## src/rtl/fetch_pkg.sv

```systemverilog
// ---- fetch_pkg: fetch-stage state encoding, reset PC default, shared MIPS opcodes
// ---- rev 1.0
`default_nettype none

package fetch_pkg;

  typedef enum logic [1:0] {
    FETCH = 2'd0,
    VALID = 2'd1,
    FAULT = 2'd2
  } state_t;

  localparam logic [31:0] C_DEFAULT_RESET_PC = 32'h0000_0000;

  localparam logic [5:0] C_OP_SPECIAL = 6'b000000;
  localparam logic [5:0] C_OP_J       = 6'b000010;
  localparam logic [5:0] C_OP_JAL     = 6'b000011;
  localparam logic [5:0] C_OP_BEQ     = 6'b000100;
  localparam logic [5:0] C_FUNCT_JR   = 6'b001000;

  // Branch displacement: sign-extended word offset scaled to bytes.
  function automatic logic [31:0] branch_offset(input logic [15:0] imm);
    return {{14{imm[15]}}, imm, 2'b00};
  endfunction

endpackage

`default_nettype wire

```

## src/rtl/fetch_unit_next_pc_logic.sv

```systemverilog
// ---- next_pc_logic: next-PC select, priority jr > jump > branch > sequential
// ---- rev 1.0
`default_nettype none

module next_pc_logic
  import fetch_pkg::*;
(
  input  logic [31:0] i_pc_plus4,
  input  logic [31:0] i_instr,
  input  logic [31:0] i_jr_target,
  input  logic        i_branch_taken,
  input  logic        i_jump,
  input  logic        i_jr,
  output logic [31:0] o_next_pc
);

  // Opcode bits are decoded upstream; only the immediate fields matter here.
  logic w_unused_opcode;
  assign w_unused_opcode = ^i_instr[31:26];

  always_comb begin
    o_next_pc = i_pc_plus4;
    if (i_jr) begin
      o_next_pc = i_jr_target;
    end else if (i_jump) begin
      o_next_pc = {i_pc_plus4[31:28], i_instr[25:0], 2'b00};
    end else if (i_branch_taken) begin
      o_next_pc = i_pc_plus4 + branch_offset(i_instr[15:0]);
    end
  end

endmodule

`default_nettype wire

```

## src/rtl/fetch_unit.sv

```systemverilog
// ---- fetch_unit: MIPS fetch stage (PC, imem req/ack, decode valid/ready, next PC)
// ---- Option FETCH_ALIGN_CHECK_EN: sticky fault on misaligned next PC. rev 1.0
`default_nettype none

module fetch_unit
  import fetch_pkg::*;
#(
  parameter logic [31:0] RESET_PC = C_DEFAULT_RESET_PC
) (
  input  logic        clk,
  input  logic        rst,
  output logic        o_imem_req,
  output logic [31:0] o_imem_addr,
  input  logic        i_imem_ack,
  input  logic [31:0] i_imem_rdata,
  output logic        o_instr_valid,
  input  logic        i_instr_ready,
  output logic [31:0] o_instr,
  output logic [31:0] o_pc,
  output logic [31:0] o_pc_plus4,
  input  logic        i_branch_taken,
  input  logic        i_jump,
  input  logic        i_jr,
  input  logic [31:0] i_jr_target,
  output logic [31:0] o_fetch_count,
  output logic        o_fault
);

  state_t      r_state;
  state_t      w_next_state;
  logic [31:0] r_pc;
  logic [31:0] r_instr;
  logic [31:0] r_count;
  logic [31:0] w_pc_plus4;
  logic [31:0] w_next_pc;
  logic [31:0] w_pc_load;
  logic        w_accept;
  logic        w_ack;
  logic        w_misaligned;

  assign w_pc_plus4 = r_pc + 32'd4;
  assign w_accept   = (r_state == VALID) && i_instr_ready;
  assign w_ack      = (r_state == FETCH) && i_imem_ack;

  next_pc_logic u_next_pc (
    .i_pc_plus4    (w_pc_plus4),
    .i_instr       (r_instr),
    .i_jr_target   (i_jr_target),
    .i_branch_taken(i_branch_taken),
    .i_jump        (i_jump),
    .i_jr          (i_jr),
    .o_next_pc     (w_next_pc)
  );

`ifdef FETCH_ALIGN_CHECK_EN
  logic r_fault;

  assign w_misaligned = |w_next_pc[1:0];
  assign w_pc_load    = w_next_pc;

  // The bad address is still loaded so it is visible on o_pc for debug.
  always_ff @(posedge clk) begin
    if (rst) begin
      r_fault <= 1'b0;
    end else if (w_accept && w_misaligned) begin
      r_fault <= 1'b1;
    end
  end

  assign o_fault = r_fault;
`else
  logic [1:0] w_unused_low;

  assign w_unused_low = w_next_pc[1:0];
  assign w_misaligned = 1'b0;
  assign w_pc_load    = {w_next_pc[31:2], 2'b00};
  assign o_fault      = 1'b0;
`endif

  always_ff @(posedge clk) begin
    if (rst) begin
      r_state <= FETCH;
    end else begin
      r_state <= w_next_state;
    end
  end

  always_comb begin
    w_next_state = r_state;
    case (r_state)
      FETCH: begin
        if (i_imem_ack) begin
          w_next_state = VALID;
        end
      end
      VALID: begin
        if (i_instr_ready) begin
          w_next_state = w_misaligned ? FAULT : FETCH;
        end
      end
      default: w_next_state = r_state;
    endcase
  end

  // Request is gated by rst so nothing is issued during reset.
  always_comb begin
    o_imem_req    = 1'b0;
    o_instr_valid = 1'b0;
    case (r_state)
      FETCH:   o_imem_req    = !rst;
      VALID:   o_instr_valid = 1'b1;
      default: begin
        o_imem_req    = 1'b0;
        o_instr_valid = 1'b0;
      end
    endcase
  end

  always_ff @(posedge clk) begin
    if (rst) begin
      r_pc    <= RESET_PC;
      r_instr <= 32'h0;
      r_count <= 32'h0;
    end else begin
      if (w_ack) begin
        r_instr <= i_imem_rdata;
      end
      if (w_accept) begin
        r_pc    <= w_pc_load;
        r_count <= r_count + 32'd1;
      end
    end
  end

  assign o_imem_addr   = r_pc;
  assign o_pc          = r_pc;
  assign o_pc_plus4    = w_pc_plus4;
  assign o_instr       = r_instr;
  assign o_fetch_count = r_count;

endmodule

`default_nettype wire
```

## config.mk

```make
export PLATFORM = sky130hd
export DESIGN_NAME = fetch_unit
export DESIGN_NICKNAME = d
export VERILOG_FILES = /design/src/rtl/fetch_pkg.sv /design/src/rtl/fetch_unit_next_pc_logic.sv /design/src/rtl/fetch_unit.sv
export SDC_FILE = /design/constraint.sdc
export NUM_CORES = 1
export LEC_CHECK = 0
export CELL_PAD_IN_SITES_DETAIL_PLACEMENT = 0
export CELL_PAD_IN_SITES_GLOBAL_PLACEMENT = 1
export CORE_AREA = 5 5 123 184
export CTS_BUF_LIST = sky130_fd_sc_hd__clkbuf_8 sky130_fd_sc_hd__clkbuf_16
export CTS_CLUSTER_DIAMETER = 80
export CTS_CLUSTER_SIZE = 12
export DETAILED_ROUTE_END_ITERATION = 12
export DIE_AREA = 0 0 128 189
export GPL_TIMING_DRIVEN = 0
export HOLD_SLACK_MARGIN = 0.15
export PLACE_DENSITY_LB_ADDON = 0.1
export SETUP_SLACK_MARGIN = 0.4
export SYNTH_ARGS = -nofsm -noshare
export SYNTH_HDL_FRONTEND = slang
export SYNTH_SLANG_ARGS = --single-unit
```

## constraint.sdc

```tcl
create_clock -name clk -period 4.35 [get_ports clk]
set_input_delay 0.435 -clock clk [delete_from_list [all_inputs] [get_ports clk]]
set_output_delay 0.435 -clock clk [all_outputs]
set_load 0.02 [all_outputs]
```

==> results_dict.tcl <==
set metrics [dict create \
    status "finished, final reports clean" \
    path_max_fanout 8 \
    required_ns 4.59 \
    dr_total_vias 7289 \
    antenna_found_initial 1 \
    dr.max_layer_used "met5" \
    cts_tree "done" \
    synthFlopType "dfxtp_1" \
    drtPass1Iterations 5 \
    synth_edf_count 0 \
    syn-instance-count 886 \
    area_growth_pct 45.34 \
    grt_usage_pct 23.09 \
    worstMarginPinSlew_ns 1.136 \
    dieArea_um2 24190 \
    p_sw_share_pct 32.80 \
    p_leak_nw 3.942 \
    nets 1243 \
    viasPerCell 5.177 \
    gr-total-overflow 0 \
    htree_num_levels 3 \
    slew_viol_final 0 \
    critical_path_class "reg -> reg" \
    drc 0 \
    grt_pass1_wl_mm 42.93 \
    multi_input_area_um2 4491 \
    peakVddDrop_mv 0.1537 \
    finalClockSkew_ns 0.009380 \
    chipHeight_um 189 \
    post-place-ws_ns 0.1787 \
    ys_types 75 \
    rows 65 \
    critPathLaunchType "register" \
    finalHoldViolCount 0 \
    p_per_area_nw_per_um2 249.3 \
    fillers 2204 \
    hp-class "reg -> reg" \
    ctsHoldBuffers 0 \
    arrival_ns 4.03 \
    port_buffers 222 \
    wl_met2_mm 15.09 \
    drv_cap 0 \
    power.total_mw 2.452 \
    yosys.area_share.simple_pct 24.71 \
    power_switching_uw 804.4 \
    synth_compound_area_share_pct 21.15 \
    min_period_ns 3.785 \
    clkPwrFrac_pct 34.9 \
    ys_seq_elements 95 \
    clockBufferDepth 2 \
    rsz0062_at_grt "true" \
    post-route-period-util_pct 87.00 \
    p_seq_share_pct 39.2 \
    regArea_um2 1916 \
    drive_gt1_share_pct 9.833 \
    yosys_warnings 0 \
    async_reset_ff_share_pct 0 \
    max_freq_mhz 264.2 \
    dp_hpwl_mm 22.34 \
    wl_met3_mm 1.944 \
    pwr-share-comb_pct 26.0 \
    setup_tns_ns 0 \
    fin_util_pct 47.25 \
    path_clk_slew_ns 0.07 \
    cp-end-kind "register" \
    io_pins 234 \
    yosysSeqAreaShare_pct 28.10 \
    layout_commonest_cell "clkdlybuf4s50_1" \
    setup_viol 0 \
    wl_per_cell_um 20.22 \
    drtAntennaViolNets 0 \
    synth_fa_ha_area_share_pct 7.135 \
    relSlewSlack_pct 23.72 \
    setup_slack_ns 0.5653 \
    muxShareOfSynthArea_pct 1.072 \
    grt_max_degree 24 \
    drtIter0Drc 371 \
    final_cell_mix "222 x clkdlybuf4s50_1, 128 x nand2_1, 92 x nor2_1" \
    clock_latency_ns 0.35 \
    synth_xor_area_share_pct 10.41 \
    syn_area_um2 6769 \
    synth_top_family_by_area "simple AND/OR/NAND/NOR gates" \
    place_congestion 0.9164 \
    die_w_um 128 \
    intPower_mw 1.648 \
    wl_met1_mm 11.00 \
    grt_pass1_vias 7180 \
    clockRootBuffer "clkbuf_16" \
    core_um2 20820 \
    numClockSinks 95 \
    initial_core_util_pct 32.51 \
    numCtsBuffers 9 \
    wl_mm 28.47 \
    syn_area_per_cell_um2 7.640 \
]
-- layer usage --
metal | GRT usage [%] | vias up
met2 | 42.66 | 220
met3 | 5.560 | 28
li1 | - | 3610
met1 | 26.54 | 3429
met5 | 0 | -
met4 | 5.188 | 2
-- what timing repair did --
action,in CTS,in global routing
resized for setup,5,22
pin swaps,0,5
setup buffers,3,6
setup endpoints to repair,9,12
-- cells in the mapped netlist, drive strengths merged (6+ instances only) --
master	count	area share, %
nand2	128	7.1
dfxtp	95	28
nor2	95	5.4
a21oi	78	5.8
buf	43	4.5
clkbuf	39	2.2
xor2	39	5.2
xnor2	38	5.2
ha	37	6.8
o21ai	35	2.6
nand3	29	2.1
and3	24	2.2
nand4	18	2.0
nor3	16	1.6
a211oi	14	1.6
a21o	13	1.4
inv	12	0.67
o211ai	10	1.1
o22ai	10	0.92
and2	9	0.83
a31oi	8	0.74
or3	8	0.81
o21a	7	0.78
o221ai	7	0.91
a311oi	6	0.78
and4	6	0.81
nand2b	6	0.55
-- area by class of cell --
type | instances | area share (%)
Multi-Input combinational cell | 703 | 45.64
Timing Repair Buffer | 231 | 23.27
Sequential cell | 95 | 19.47
Buffer | 82 | 4.617
Tap cell | 268 | 3.408
Clock buffer | 9 | 2.289
Clock inverter | 7 | 0.8139
Inverter | 12 | 0.4578
Antenna cell | 1 | 0.02544
-- power by group through the flow --
stage               sequential [mW]  clock, mW  combinational, mW
finish                        0.960      0.855              0.637
global route                  0.967      0.902              0.687
CTS                           0.959      0.877              0.635
detailed placement            0.979          0              0.632
global placement              0.979          0              0.632
floorplan                      1.00          0              0.308
-- cells by family after synthesis --
| kind of cell | Yosys count |
|---|---|
| compound gates | 222 |
| xor+xnor | 77 |
| fa+ha+maj | 38 |
| buf+inv | 94 |
| flops | 95 |
| mux | 7 |
| other cells | 1 |
| simple gates | 352 |
-- sequential cells by signal (all words and copies together) (netlist names) --
name and count:
o_fetch_count 32, o_imem_addr 30, o_instr 32, r_state 1
-- metrics by stage --
stage,hold slack [ns],instance area [um^2],std cells
final,0.4550,9838,1408
after global routing,0.4733,9836,1407
after CTS,0.4588,9699,1401
after detailed placement,0.4476,9349,1382
after global placement,0.4424,9349,1382
after floorplan,0.5345,6792,892
-- worst max-delay path: stages, from the launching register on --
cell	delay [ns]
dfxtp_4	0.40
ha_1	0.22
nand4_1	0.24
or3_4	0.47
nor2_4	0.19
xor2_2	0.21
ha_2	0.35
a21o_1	0.19
a21o_1	0.18
a21oi_2	0.21
mux2_2	0.35
nand2_1	0.06
o21ai_1	0.06
o31a_1	0.28
a311oi_1	0.27
-- path summary, 6_finish.rpt --
kind,from,to,slack (ns),cells after the start
worst max-delay path,o_imem_addr[2],o_imem_addr[27],0.57,14
worst min-delay path,o_instr[27],o_instr[27],0.45,2
worst max register to register,o_imem_addr[2],o_imem_addr[27],0.57,14
worst min register to register,o_instr[27],o_instr[27],0.45,2
(Power assumes the default switching activity.)
